File: src/rtl/pipe_reg_pkg.sv
// Shared types for the elastic pipeline stage register.
// The encoding doubles as the entry count, so occupancy is read straight off the state.
package pipe_reg_pkg;

  typedef enum logic [1:0] {
    PR_EMPTY = 2'd0,
    PR_ONE   = 2'd1,
    PR_TWO   = 2'd2
  } pipe_reg_state_e;

endpackage

File: src/rtl/pipe_stage_reg.sv
// Elastic pipeline register with valid/ready handshake, flush-to-NOP and an optional skid entry.
// With SKID_EN=1 upstream ready comes from a flop; with SKID_EN=0 it is combinational from dn_ready_i.
module pipe_stage_reg
  import pipe_reg_pkg::*;
#(
  parameter int unsigned           DATA_WIDTH  = 64,
  parameter logic [DATA_WIDTH-1:0] RESET_VALUE = '0,
  parameter logic [DATA_WIDTH-1:0] NOP_VALUE   = '0,
  parameter bit                    SKID_EN     = 1'b1
) (
  input  logic                  clk,
  input  logic                  rst_n,
  input  logic                  flush_i,
  input  logic                  up_valid_i,
  input  logic [DATA_WIDTH-1:0] up_data_i,
  output logic                  up_ready_o,
  output logic                  dn_valid_o,
  output logic [DATA_WIDTH-1:0] dn_data_o,
  input  logic                  dn_ready_i,
  output logic [1:0]            occupancy_o
);

  pipe_reg_state_e       state_q;
  pipe_reg_state_e       state_d;
  logic [DATA_WIDTH-1:0] main_q;
  logic                  up_xfer;
  logic                  dn_xfer;

  assign up_xfer     = up_valid_i & up_ready_o;
  assign dn_xfer     = dn_valid_o & dn_ready_i;
  assign dn_valid_o  = (state_q != PR_EMPTY);
  assign dn_data_o   = main_q;
  assign occupancy_o = state_q;

  if (SKID_EN) begin : g_skid
    logic [DATA_WIDTH-1:0] skid_q;
    logic                  ready_q;
    logic                  load_main_up;
    logic                  load_main_skid;
    logic                  load_skid;

    always_comb begin
      state_d        = state_q;
      load_main_up   = 1'b0;
      load_main_skid = 1'b0;
      load_skid      = 1'b0;
      if (flush_i) begin
        state_d = PR_EMPTY;
      end else begin
        unique case (state_q)
          PR_EMPTY: begin
            if (up_xfer) begin
              state_d      = PR_ONE;
              load_main_up = 1'b1;
            end
          end
          PR_ONE: begin
            if (up_xfer && dn_xfer) begin
              load_main_up = 1'b1;
            end else if (up_xfer) begin
              state_d   = PR_TWO;
              load_skid = 1'b1;
            end else if (dn_xfer) begin
              state_d = PR_EMPTY;
            end
          end
          PR_TWO: begin
            if (dn_xfer) begin
              state_d        = PR_ONE;
              load_main_skid = 1'b1;
            end
          end
          default: state_d = PR_EMPTY;
        endcase
      end
    end

    // Ready is registered from next state so upstream never sees a comb path from downstream.
    always_ff @(posedge clk or negedge rst_n) begin
      if (!rst_n) begin
        state_q <= PR_EMPTY;
        main_q  <= RESET_VALUE;
        skid_q  <= NOP_VALUE;
        ready_q <= 1'b1;
      end else begin
        state_q <= state_d;
        ready_q <= (state_d != PR_TWO);
        if (flush_i) begin
          main_q <= NOP_VALUE;
          skid_q <= NOP_VALUE;
        end else begin
          if (load_main_up) begin
            main_q <= up_data_i;
          end else if (load_main_skid) begin
            main_q <= skid_q;
          end
          if (load_skid) begin
            skid_q <= up_data_i;
          end
        end
      end
    end

    assign up_ready_o = ready_q;

  end else begin : g_noskid
    logic load_main_up;

    assign up_ready_o = (state_q == PR_EMPTY) | dn_ready_i;

    always_comb begin
      state_d      = state_q;
      load_main_up = 1'b0;
      if (flush_i) begin
        state_d = PR_EMPTY;
      end else if (up_xfer) begin
        state_d      = PR_ONE;
        load_main_up = 1'b1;
      end else if (dn_xfer) begin
        state_d = PR_EMPTY;
      end
    end

    always_ff @(posedge clk or negedge rst_n) begin
      if (!rst_n) begin
        state_q <= PR_EMPTY;
        main_q  <= RESET_VALUE;
      end else begin
        state_q <= state_d;
        if (flush_i) begin
          main_q <= NOP_VALUE;
        end else if (load_main_up) begin
          main_q <= up_data_i;
        end
      end
    end
  end

  // A stalled payload must not change under the consumer unless the stage is being flushed.
  a_stall_stable : assert property (@(posedge clk) disable iff (!rst_n)
    (dn_valid_o && !dn_ready_i && !flush_i) |=> (dn_valid_o && $stable(dn_data_o)));

  a_two_not_ready : assert property (@(posedge clk) disable iff (!rst_n)
    !(state_q == PR_TWO && up_ready_o));

endmodule
File: config.mk
export PLATFORM = sky130hd
export DESIGN_NAME = pipe_stage_reg
export DESIGN_NICKNAME = d
export VERILOG_FILES = /design/src/rtl/pipe_reg_pkg.sv /design/src/rtl/pipe_stage_reg.sv
export SDC_FILE = /design/constraint.sdc
export NUM_CORES = 1
export LEC_CHECK = 0
export CAP_MARGIN = 20
export CORE_MARGIN = 2
export CORE_UTILIZATION = 50
export CTS_CLUSTER_DIAMETER = 40
export CTS_CLUSTER_SIZE = 12
export DETAILED_ROUTE_END_ITERATION = 10
export HOLD_SLACK_MARGIN = 0.15
export PLACE_DENSITY_LB_ADDON = 0.15
export SLEW_MARGIN = 40
export SYNTH_ARGS = -nofsm -noshare
export SYNTH_HDL_FRONTEND = slang
export SYNTH_SLANG_ARGS = --single-unit
File: constraint.sdc
create_clock -name clk -period 2.15 [get_ports clk]
set_input_delay 0.3225 -clock clk [delete_from_list [all_inputs] [get_ports clk]]
set_output_delay 0.3225 -clock clk [all_outputs]
set_load 0.05 [all_outputs]
-- Yosys cells after proc, flatten, opt, wreduce, memory -nomap -nowiden
Index checks and enable logic that the tools add are counted.
- eq/ne operators: 3
- multiplexer cells: 22
- bitwise operators: 2
- reduce and logical (&&, ||, !) cells: 5
- operator list (kind ; number):
    two-way mux 64 bit ; 5
    two-way mux 2 bit ; 6
    two-way mux 1 bit ; 9
    case mux 2 bit (3 select lines) ; 1
    nonzero test 2 bit ; 2
    nonzero test 3 bit ; 1
    bitwise AND 1 bit ; 2
    == test 2 x 1 -> 1 bit, second input constant ; 1
    == test 2 bit, second input constant ; 1
    zero test 2 bit ; 1
    != test 2 bit, second input constant ; 1
    case mux 1 bit (2 select lines) ; 1
    logical AND 1 bit ; 1
- register bits: 131
- input port bits: 69
- output and inout bits: 68
- logic and storage cells: 36

-- Logic depth before layout (Yosys ltp)
- depth in word-level cells: 8
- mapped depth: 6
- gate-level depth less buffers: 4

-- Least setup slack after synthesis
OpenSTA, ideal clock, no wires.
- kind: reg2reg
- start: register state_q[1], in the netlist occupancy_o[1]
- end: register main_q[0], in the netlist dn_data_o[0]
- library setup time: 0.124 ns
- arrival time: 1.604 ns
- data required time: 2.026 ns
- setup slack: 0.421 ns
- cell stages (with the launch flop): 6
- clock period less this slack: 1.729 ns
- cell sequence: dfrtp_1 -> and3b_2 -> a21oi_4 -> nand2_2 -> buf_6 -> a2bb2oi_2
- longest elaborated chain between the ends: 8
- elaborated cells between the ends (all ways): 15
- those cells by class: eq/ne (2); mux (8); bitwise (1); reduce/logical (4)
- RTL lines (element ; RTL line ; RTL):
    start, declared ; pipe_stage_reg.sv:23 ; pipe_reg_state_e state_q;
    start signal, assigned ; pipe_stage_reg.sv:86 ; state_q <= state_d;
    nonzero test 2 bit ; pipe_stage_reg.sv:31 ; assign dn_valid_o = (state_q != PR_EMPTY);
    bitwise AND 1 bit ; pipe_stage_reg.sv:30 ; assign dn_xfer = dn_valid_o & dn_ready_i;
    logical AND 1 bit ; pipe_stage_reg.sv:58 ; if (up_xfer && dn_xfer) begin
    two-way mux 1 bit ; pipe_stage_reg.sv:58 ;
    case mux 1 bit (2 select lines) ; pipe_stage_reg.sv:50 ; unique case (state_q)
    two-way mux 1 bit ; pipe_stage_reg.sv:47 ; if (flush_i) begin
    two-way mux 64 bit ; pipe_stage_reg.sv:92 ; if (load_main_up) begin
    two-way mux 64 bit ; pipe_stage_reg.sv:88 ; if (flush_i) begin
    end signal, assigned ; pipe_stage_reg.sv:93 ; main_q <= up_data_i;
    end signal, assigned ; pipe_stage_reg.sv:95 ; main_q <= skid_q;
    end, declared ; pipe_stage_reg.sv:25 ; logic [DATA_WIDTH-1:0] main_q;
Several ways; a longest one is shown, not always the timed one.
A chain may end at the register's enable or synchronous reset.

-- Final worst setup path
- start: register g_skid.ready_q, in the netlist up_ready_o
- end: output up_ready_o
- RTL lines (element ; RTL line ; RTL):
    start, declared ; pipe_stage_reg.sv:37 ; logic ready_q;
    start signal, assigned ; pipe_stage_reg.sv:87 ; ready_q <= (state_d != PR_TWO);
    end, declared ; pipe_stage_reg.sv:16 ; output logic up_ready_o,
No word-level cell between the ends.

==> metrics <==
Top Ports 137; top cells by area, synth dfrtp_1, a2bb2oi_2, a22o_1; Power Dens Cells roughly 900 nW/um2; Syn Inst Count ~450; Critical-path top delay cell clkdlybuf4s50_1; Max Cap Viol 0; detailed placement HPWL 8590 um; critical path fanouts, max 4; P&R area growth vs syn 36.0%; Tightest Pin Transition 0.714 ns; XOR/XNOR share of the synthesized area 0.151%; syn nets 514; pin count of the biggest net entering global routing 132; GP Congestion 0.790; DRT Pass-1 Iters 5; register area share after synthesis a little under three fifths; I/O Buffers 136; Final ANT Viol Nets 0; Yosys top cell by area dfrtp_1; Num CTS Buffers 17; final core occ 69.3%; CTS tree built; final setup TNS 0 ns; status complete, no violations; H-tree levels 4; cell area after synthesis 5790 um2; Setup Skew 0.0126 ns; Startpoint Class flip-flop; core area ~11000 um2; max incr delay on CP roughly 0.82 ns; adder and majority gate portion of the synthesized area 0%; fin. max-slew vios 0; dpl ws 0.0807 ns; r2r worst-path depth 6; Routed WL 13600 um; fin crit share a little over nine tenths; CP cell instances clkdlybuf4s50_1; crit path capture type primary output; worst vdd ir 537 uV; Hold Path Sink dn_data_o[36]; die area around 12000 um2; Initial Utilization between 50% and 60%; antenna cells 0; commonest non-fill, non-tap cell in the layout clkdlybuf4s50_1; CTS Root Cell clkbuf_16; flip-flop and latch count after synthesis 131; HP Start up_data_i[36]; Worst path top cell family by delay buffers and inverters; Worst-path clk slew 0.06 ns; Final Net Count 651; mux share of post-synthesis cell area 0%; grt ovf 0; WS Path Type flip-flop to primary output; WL/cell about 18 um; clock latency on the worst-skew pair 0.41 ns; largest family of logic cells by synthesized area compound AO/OA/AOI/OAI gates; YS warnings 0; vias 4222; drt drc 0; vias in the first global route 4450; post-synth top area share roughly 56%; Synth Area in Simple Gates 6.03%; Synth Area in Compound Gates 32.2%; R2R Path End dn_data_o[50]; die height 112 um; reg-to-reg slack, setup 0.42 ns; final hold violations 0; CTS Sinks around 130; first-pass GRT wire length 23100 um; Placed Instances a little over 700; R2R Path Start occupancy_o[1]; Pwr Total 7100 uW; commonest non-fill, non-tap cells in the layout clkdlybuf4s50_1, dfrtp_1, nand2_1, a22o_1, a2bb2oi_2; Rel. slew slack between 50 and 60%; initial antenna violation count 0; Hold Crit Depth 3; Critical Path RT approximately 1.8 ns; # Post-CTS Setup Buffers 0; endpoints failing setup 0; leakage power 0.00335 uW; Buf/Inv on CP 1; layout cells sized above 1 20.5%; DR vias/cell 5.72; Non-Filler Instances 738; f_max 475 MHz; Mapped Avg Cell Area between 10 and 15 um2; Die W 112 um; Hold Path Class primary input to flip-flop; Synth cell types 27; unrepaired setup endpoints after global routing no; WP data arrival about 1.8 ns; number of DRC markers in iteration 0 between 200 and 250; Tot GR Track Use ~23%; Rows 39; fin crit period between 2 and 2.5 ns; Max Root-Sink Buffers 2; setup ws final ~0.046 ns
[cells by family (layout without fill, tap and decap cells)]
logic type / after synthesis / count (layout)
xor gates and xnor gates: 1 / 1
AOI/OAI and AO/OA: 196 / 196
and+or+nand+nor: 77 / 77
buffers and inverters: 40 / 190
DFF: 131 / 131
[cell usage after synthesis]
master / count
nand2_2: 1
nand3b_2: 1
or2_2: 1
buf_2: 14
o21a_1: 1
and3b_2: 1
xnor2_1: 1
dfrtp_1: 130
o21ai_1: 10
and2b_4: 1
inv_1: 1
a22o_1: 64
or2b_1: 1
dfstp_2: 1
nor2_1: 1
nand2b_1: 1
nand2_1: 66
a2bb2oi_2: 60
a211o_1: 1
buf_4: 6
a21oi_4: 2
a2bb2oi_1: 4
buf_6: 13
nand3b_1: 1
clkbuf_1: 6
o21ai_0: 54
nor3_4: 2
[layer usage]
| metal | track usage [%] | up-vias | wire length (um) | part of all wire (%) |
|---|---|---|---|---|
| li1 | - | 1929 | - | - |
| met1 | 33.2 | 2166 | 6280 | 46 |
| met2 | 35.5 | 117 | 6540 | 48 |
| met3 | 4.19 | 10 | 604 | 4.5 |
| met4 | 7.98 | 0 | 135 | 1.0 |
| met5 | 0 | - | 0 | 0 |
[power breakdown]
| part | switching (uW) | internal (uW) |
|---|---|---|
| Sequential | 127 | 2630 |
| Clock | 1110 | 1640 |
| Combinational | 912 | 677 |
| Total | 2150 | 4950 |
[worst max-delay path by stage]
| stage | start | endpoint | cells after the start |
|---|---|---|---|
| finish | up_ready_o | up_ready_o | 1 |
| global placement | dn_ready_i | dn_data_o[7] | 5 |
| CTS | up_ready_o | up_ready_o | 1 |
| floorplan | occupancy_o[1] | dn_data_o[0] | 5 |
| detailed placement | dn_ready_i | dn_data_o[23] | 5 |
| global route | up_ready_o | up_ready_o | 1 |
[sequential cells by signal (all words and copies together), names as in the netlist]
signal / cells
dn_data_o: 64
g_skid.skid_q: 64
occupancy_o: 2
up_ready_o: 1
[cell type report]
cell class	instances	area [um2]
clock buffer	19	443
clock inverter	13	125
fill	860	3490
inverter	1	3.75
multi-input combinational	274	2230
sequential	131	3280
tap	143	179
timing repair buffer	157	1620
[through the flow]
| step | cell area [um2] | hold WS (ns) |
|---|---|---|
| after global routing | 7880 | 0.491 |
| after floorplan | 5790 | 0.0269 |
| final | 7880 | 0.486 |
| after global placement | 7300 | 0.482 |
| after CTS | 7880 | 0.471 |
| after detailed placement | 7300 | 0.485 |
[timing repair]
| item | CTS | global route |
|---|---|---|
| hold buffers | 1 | 0 |
| hold endpoints to repair | 130 | 0 |
| setup endpoints to repair | 1 | 0 |
| gates resized for setup | 1 | 0 |
Power figures use the tool's default switching activity.
